## config.mk

```make
export PLATFORM = sky130hd
export DESIGN_NAME = alm_soa_pipe
export DESIGN_NICKNAME = d
export VERILOG_FILES = /design/src/rtl/alm_soa_pipe.sv
export SDC_FILE = /design/constraint.sdc
export NUM_CORES = 1
export LEC_CHECK = 0
export BUFFER_PORTS_ARGS = -buffer_cell sky130_fd_sc_hd__buf_2
export CORE_MARGIN = 2
export CORE_UTILIZATION = 46
export CTS_CLUSTER_DIAMETER = 80
export DETAILED_ROUTE_END_ITERATION = 6
export MAX_ROUTING_LAYER = met4
export PLACE_DENSITY_LB_ADDON = 0.2
export SYNTH_ARGS = -nofsm -noshare
export SYNTH_HDL_FRONTEND = slang
export SYNTH_SLANG_ARGS = --single-unit
```

## constraint.sdc

```tcl
create_clock -name clk_i -period 2.9 [get_ports clk_i]
set_clock_uncertainty 0.2 [all_clocks]
set_input_delay 0.29 -clock clk_i [delete_from_list [all_inputs] [get_ports clk_i]]
set_output_delay 0.29 -clock clk_i [all_outputs]
set_load 0.02 [all_outputs]
```

## src/rtl/alm_soa_pipe.sv

```systemverilog
`default_nettype none
// ============================================================================
// Module   : alm_soa_pipe
// Purpose  : Three-stage pipelined approximate signed multiplier using the
//            ALM (approximate logarithmic multiplier) scheme with a
//            set-one-adder (SOA) on the low M log-fraction bits. Valid/ready
//            handshake on both sides; a global advance enable shifts or holds
//            the whole pipe.
// Revision : 1.0 - initial release
// ----------------------------------------------------------------------------
// Ports
//   clk_i    in   1      clock, rising edge
//   rst_ni   in   1      asynchronous active-low reset
//   valid_i  in   1      operand pair valid
//   ready_o  out  1      operands accepted this cycle
//   x_i,y_i  in   W      signed operands
//   tag_i    in   TAG_W  sideband tag
//   valid_o  out  1      result valid
//   ready_i  in   1      downstream accepts result
//   p_o      out  2W     signed approximate product
//   tag_o    out  TAG_W  tag travelling with p_o
// Build option
//   ALM_EXACT_ABS_EN  defined: two's-complement abs/negate (-1 -> magnitude 1)
//                     undefined: ones'-complement abs/sign (-1 -> product 0)
// ============================================================================
module alm_soa_pipe #(
  parameter int W     = 8,
  parameter int F     = 3,
  parameter int M     = 1,
  parameter int TAG_W = 4
) (
  input  logic             clk_i,
  input  logic             rst_ni,
  input  logic             valid_i,
  output logic             ready_o,
  input  logic [W-1:0]     x_i,
  input  logic [W-1:0]     y_i,
  input  logic [TAG_W-1:0] tag_i,
  output logic             valid_o,
  input  logic             ready_i,
  output logic [2*W-1:0]   p_o,
  output logic [TAG_W-1:0] tag_o
);

  localparam int KW = $clog2(W);   // leading-one index width
  localparam int EW = KW + 1;      // exponent of the log sum (0..2W-1)
  localparam int FM = F - M;       // fraction bits handled by the real adder
  localparam int LW = EW + FM;     // log-sum width
  localparam int PW = 2 * W;       // product width
  localparam int UW = 3 * W;       // room for the widest antilog shift

  // Position of the most significant set bit; 0 for a zero operand (masked
  // later by the zero flag).
  function automatic logic [KW-1:0] lead_idx(input logic [W-1:0] a);
    lead_idx = '0;
    for (int i = 0; i < W; i++) begin
      if (a[i]) lead_idx = KW'(i);
    end
  endfunction

  // Bits below the leading one, left aligned, top F kept.
  function automatic logic [F-1:0] frac_bits(input logic [W-1:0] a,
                                             input logic [KW-1:0] k);
    logic [W-1:0] n;
    n = a << (KW'(W - 1) - k);
    frac_bits = n[W-2 -: F];
  endfunction

  logic w_en;
  assign w_en    = ~valid_o | ready_i;
  assign ready_o = w_en;

  // ---------------- S1: sign / magnitude ----------------
  logic         w_sx, w_sy;
  logic [W-1:0] w_ax, w_ay;
  assign w_sx = x_i[W-1];
  assign w_sy = y_i[W-1];
`ifdef ALM_EXACT_ABS_EN
  assign w_ax = (x_i ^ {W{w_sx}}) + W'(w_sx);
  assign w_ay = (y_i ^ {W{w_sy}}) + W'(w_sy);
`else
  assign w_ax = x_i ^ {W{w_sx}};
  assign w_ay = y_i ^ {W{w_sy}};
`endif

  logic             r_v1, r_z1, r_s1;
  logic [W-1:0]     r_ax, r_ay;
  logic [TAG_W-1:0] r_t1;

  // ---------------- S2: log domain add ----------------
  logic [KW-1:0] w_kx, w_ky;
  logic [F-1:0]  w_fx, w_fy;
  logic [LW-1:0] w_lx, w_ly, w_l;
  assign w_kx = lead_idx(r_ax);
  assign w_ky = lead_idx(r_ay);
  assign w_fx = frac_bits(r_ax, w_kx);
  assign w_fy = frac_bits(r_ay, w_ky);
  assign w_lx = {1'b0, w_kx, w_fx[F-1:M]};
  assign w_ly = {1'b0, w_ky, w_fy[F-1:M]};
  // SOA: the low M bits are not added; only their top-bit AND feeds a carry.
  // A fraction carry naturally ripples into the exponent field.
  assign w_l  = w_lx + w_ly + LW'(w_fx[M-1] & w_fy[M-1]);

  logic             r_v2, r_z2, r_s2;
  logic [LW-1:0]    r_l;
  logic [TAG_W-1:0] r_t2;

  // ---------------- S3: antilog and sign ----------------
  logic [EW-1:0] w_k;
  logic [W-2:0]  w_field;
  logic [UW-1:0] w_mant;
  logic [PW-1:0] w_mag, w_sgn, w_p;
  assign w_k     = r_l[LW-1:FM];
  // Unfilled fraction bits are forced high (set-one compensation).
  assign w_field = {r_l[FM-1:0], {(W - 1 - FM){1'b1}}};
  assign w_mant  = {{PW{1'b0}}, 1'b1, w_field};
  assign w_mag   = PW'((w_mant << w_k) >> (W - 1));
`ifdef ALM_EXACT_ABS_EN
  assign w_sgn   = r_s2 ? (-w_mag) : w_mag;
`else
  assign w_sgn   = w_mag ^ {PW{r_s2}};
`endif
  assign w_p     = r_z2 ? '0 : w_sgn;

  logic             r_v3;
  logic [PW-1:0]    r_p;
  logic [TAG_W-1:0] r_t3;

  always_ff @(posedge clk_i or negedge rst_ni) begin
    if (!rst_ni) begin
      r_v1 <= 1'b0;
      r_z1 <= 1'b0;
      r_s1 <= 1'b0;
      r_ax <= '0;
      r_ay <= '0;
      r_t1 <= '0;
      r_v2 <= 1'b0;
      r_z2 <= 1'b0;
      r_s2 <= 1'b0;
      r_l  <= '0;
      r_t2 <= '0;
      r_v3 <= 1'b0;
      r_p  <= '0;
      r_t3 <= '0;
    end else if (w_en) begin
      // Whole pipe shifts together, bubbles included.
      r_v1 <= valid_i;
      r_z1 <= (w_ax == '0) | (w_ay == '0);
      r_s1 <= w_sx ^ w_sy;
      r_ax <= w_ax;
      r_ay <= w_ay;
      r_t1 <= tag_i;
      r_v2 <= r_v1;
      r_z2 <= r_z1;
      r_s2 <= r_s1;
      r_l  <= w_l;
      r_t2 <= r_t1;
      r_v3 <= r_v2;
      r_p  <= w_p;
      r_t3 <= r_t2;
    end
  end

  assign valid_o = r_v3;
  assign p_o     = r_p;
  assign tag_o   = r_t3;

endmodule
`default_nettype wire
```

==> metrics <==
Reg power frac=35.5%; effective utilization at floorplan=47.3%; YS warnings=0; Post-Place Cell Area=3750 µm²; GRT Overall Usage=19.6%; Layout area overhead=16.8%; area of the core=7210 µm²; Final Cell Area=3990 µm²; internal cell power=2.27 mW; hold endpoint=r_ay[1]; r2r startpoint=r_ax[2]; asr flop ratio synth=100%; Max Cap Viol=0; share of layout cells above drive strength 1=22.0%; drt pass-1 iters=4; htree depth=2; Post-DP HPWL=5.22 mm; cells on worst reg2reg path=10; period utilization=99.3%; Hold Startpoint=y_i[1]; WL per Instance=13.6 µm; die height=90.2 µm; CP Class=register to register; Worst EP arrival=2910 ps; post-route minimum period=2880 ps; Max Fanout on Critical Path=3; Clock power frac=12.6%; ant diodes=0; Crit path required time=2930 ps; syn_area_per_cell=8.64 µm²; CTS clock-pin slew for the worst setup and hold paths=100 ps; outcome=completed; Power Density=1020 nW/µm²; root buf cell=clkbuf_8; hold path cells=3; via count=2896; switching pwr=1.79 mW; first-pass GRT wire length=12.8 mm; RSZ-0062 raised after global routing=yes; synthesized cell area=3410 µm²; Rel. slew slack=53.3%; Max Slew Vio Count=0; worst slew pin tran=701 ps; Num Clock Sinks=55; number of DRC markers in iteration 0=155; die width=90.2 µm; worst reg2reg endpoint=r_l[4]; ys flop type=dfrtp_1; DRC viols=0; vias in the first global route=2763; library cells used by synthesis=66; largest net degree at the start of global routing=56; antenna violations before repair=0; number of synthesized flops with an enable pin=0; peak supply drop=0.295 mV; worst skew pair latency=310 ps; FF-to-FF setup slack=20 ps; critical path endpoint category=register; Routed WL=7.39 mm; FP Rows=31; Hold WS=92.5 ps; Leak Pwr=1.83 nW; total CTS buffers=5; CTS Buffer Depth=2; Worst Setup Start Kind=register; CTS tree=done; Power, Total=4.06 mW; ANT nets after route=0; Max Fclk=0.347 GHz; commonest non-fill, non-tap cell in the layout=nand2_1; I/O Buffers=45; Avg Vias per Cell=5.32; Nets=474; post-synthesis cell count=395; register area share after synthesis=40.3%; GPL Wtd Cong=0.867; commonest non-fill, non-tap cells in the layout=nand2_1, dfrtp_1, buf_2; Logic pwr share=51.9%; #FFs+latches synth=55; Hold Vio Cnt, Final=0; gr ovfl total=0; syn nets=425; area of the die=8130 µm²; boundary pin count=46; switching share of power=44.1%; Min-Delay Path Class=primary input to register; Final setup viols=0
cells in the mapped netlist, types with 8 or more instances:
master	n	area, µm²
a21oi_1	21	105
buf_2	14	70.1
dfrtp_1	55	1380
inv_1	13	48.8
nand2_1	81	304
nand2b_1	8	50.1
nor2_1	20	75.1
o21ai_0	33	165
o31ai_1	8	60.1
xnor2_1	8	70.1
xor2_1	11	96.3
metrics by stage:
| step | TNS, ps | util (%) | instances | setup WS, ps |
|---|---|---|---|---|
| final | 0 | 55.3 | 544 | 21.7 |
| after floorplan | 0 | - | 395 | 63.5 |
| after global routing | -125 | 55.3 | 544 | -84.3 |
| after CTS | 0 | 54.4 | 542 | 24.2 |
| after global placement | 0 | 52.0 | 528 | 50.1 |
| after detailed placement | -27.7 | 52.0 | 528 | -27.7 |
layer usage:
metal / track usage (%) / vias up / share of wire [%] / wire length [µm]
met5: - / - / 0 / 0
met4: 5.26 / 0 / 1.5 / 112
met3: 3.60 / 14 / 3.8 / 282
met2: 33.3 / 63 / 49 / 3630
met1: 24.1 / 1337 / 46 / 3360
li1: - / 1482 / - / -
cell families after synthesis:
kind of cell	synth area share [%]
AOI/OAI and AO/OA	21.3
xor gates and xnor gates	4.87
adders and majority gates	2.64
buffers and inverters	6.63
DFF	40.3
muxes	1.21
and+or+nand+nor	23.1
area by class of cell:
type / instances / area (µm²)
multi-input cells: 295 / 1850
repair buffers: 73 / 463
clock inverters: 2 / 38.8
fillers: 697 / 3230
flip-flops and latches: 55 / 1380
clock buffers: 6 / 72.6
well taps: 99 / 124
inverters: 14 / 53.8
sequential cells by signal (all words and copies together), names as in the netlist, 4 cells and up:
name   count
r_l        6
r_ax       7
tag_o      4
p_o       16
r_ay       7
r_t2       4
r_t1       4
power by group through the flow:
stage	Sequential, mW	Combinational [mW]	Clock, mW
after global routing	1.50	2.35	0.558
final	1.44	2.11	0.510
after detailed placement	1.44	2.03	0
after CTS	1.43	2.05	0.534
after global placement	1.43	2.00	0
after floorplan	1.41	1.54	0
worst max-delay path: stages, from the launching register on:
cell and delay, ps:
dfrtp_1 400, nand2b_4 150, a221oi_4 280, a21oi_1 120, or3_4 380, fa_2 400, fa_2 400, nor2b_1 110
o21ai_1 80, nor4b_2 160, nor3_1 120
what timing repair did:
item	in CTS	in global routing
resized for setup	1	14
endpoints found under the setup margin	1	3
pin swaps	0	6
hold buffers	6	0
buffers inserted	0	2
hold endpoints to repair	60	0
worst max-delay path by stage:
stage / from / end / slack [ps]
6_report: r_ax[2] / r_l[4] / 20
2_1_floorplan: r_ay[5] / r_l[4] / 60
3_3_place_gp: r_ay[5] / r_l[4] / 50
4_1_cts: r_ay[5] / r_l[4] / 20
3_5_place_dp: r_ay[5] / r_l[4] / -30
5_1_grt: r_ay[4] / r_l[4] / -80
(Power assumes the default switching activity.)
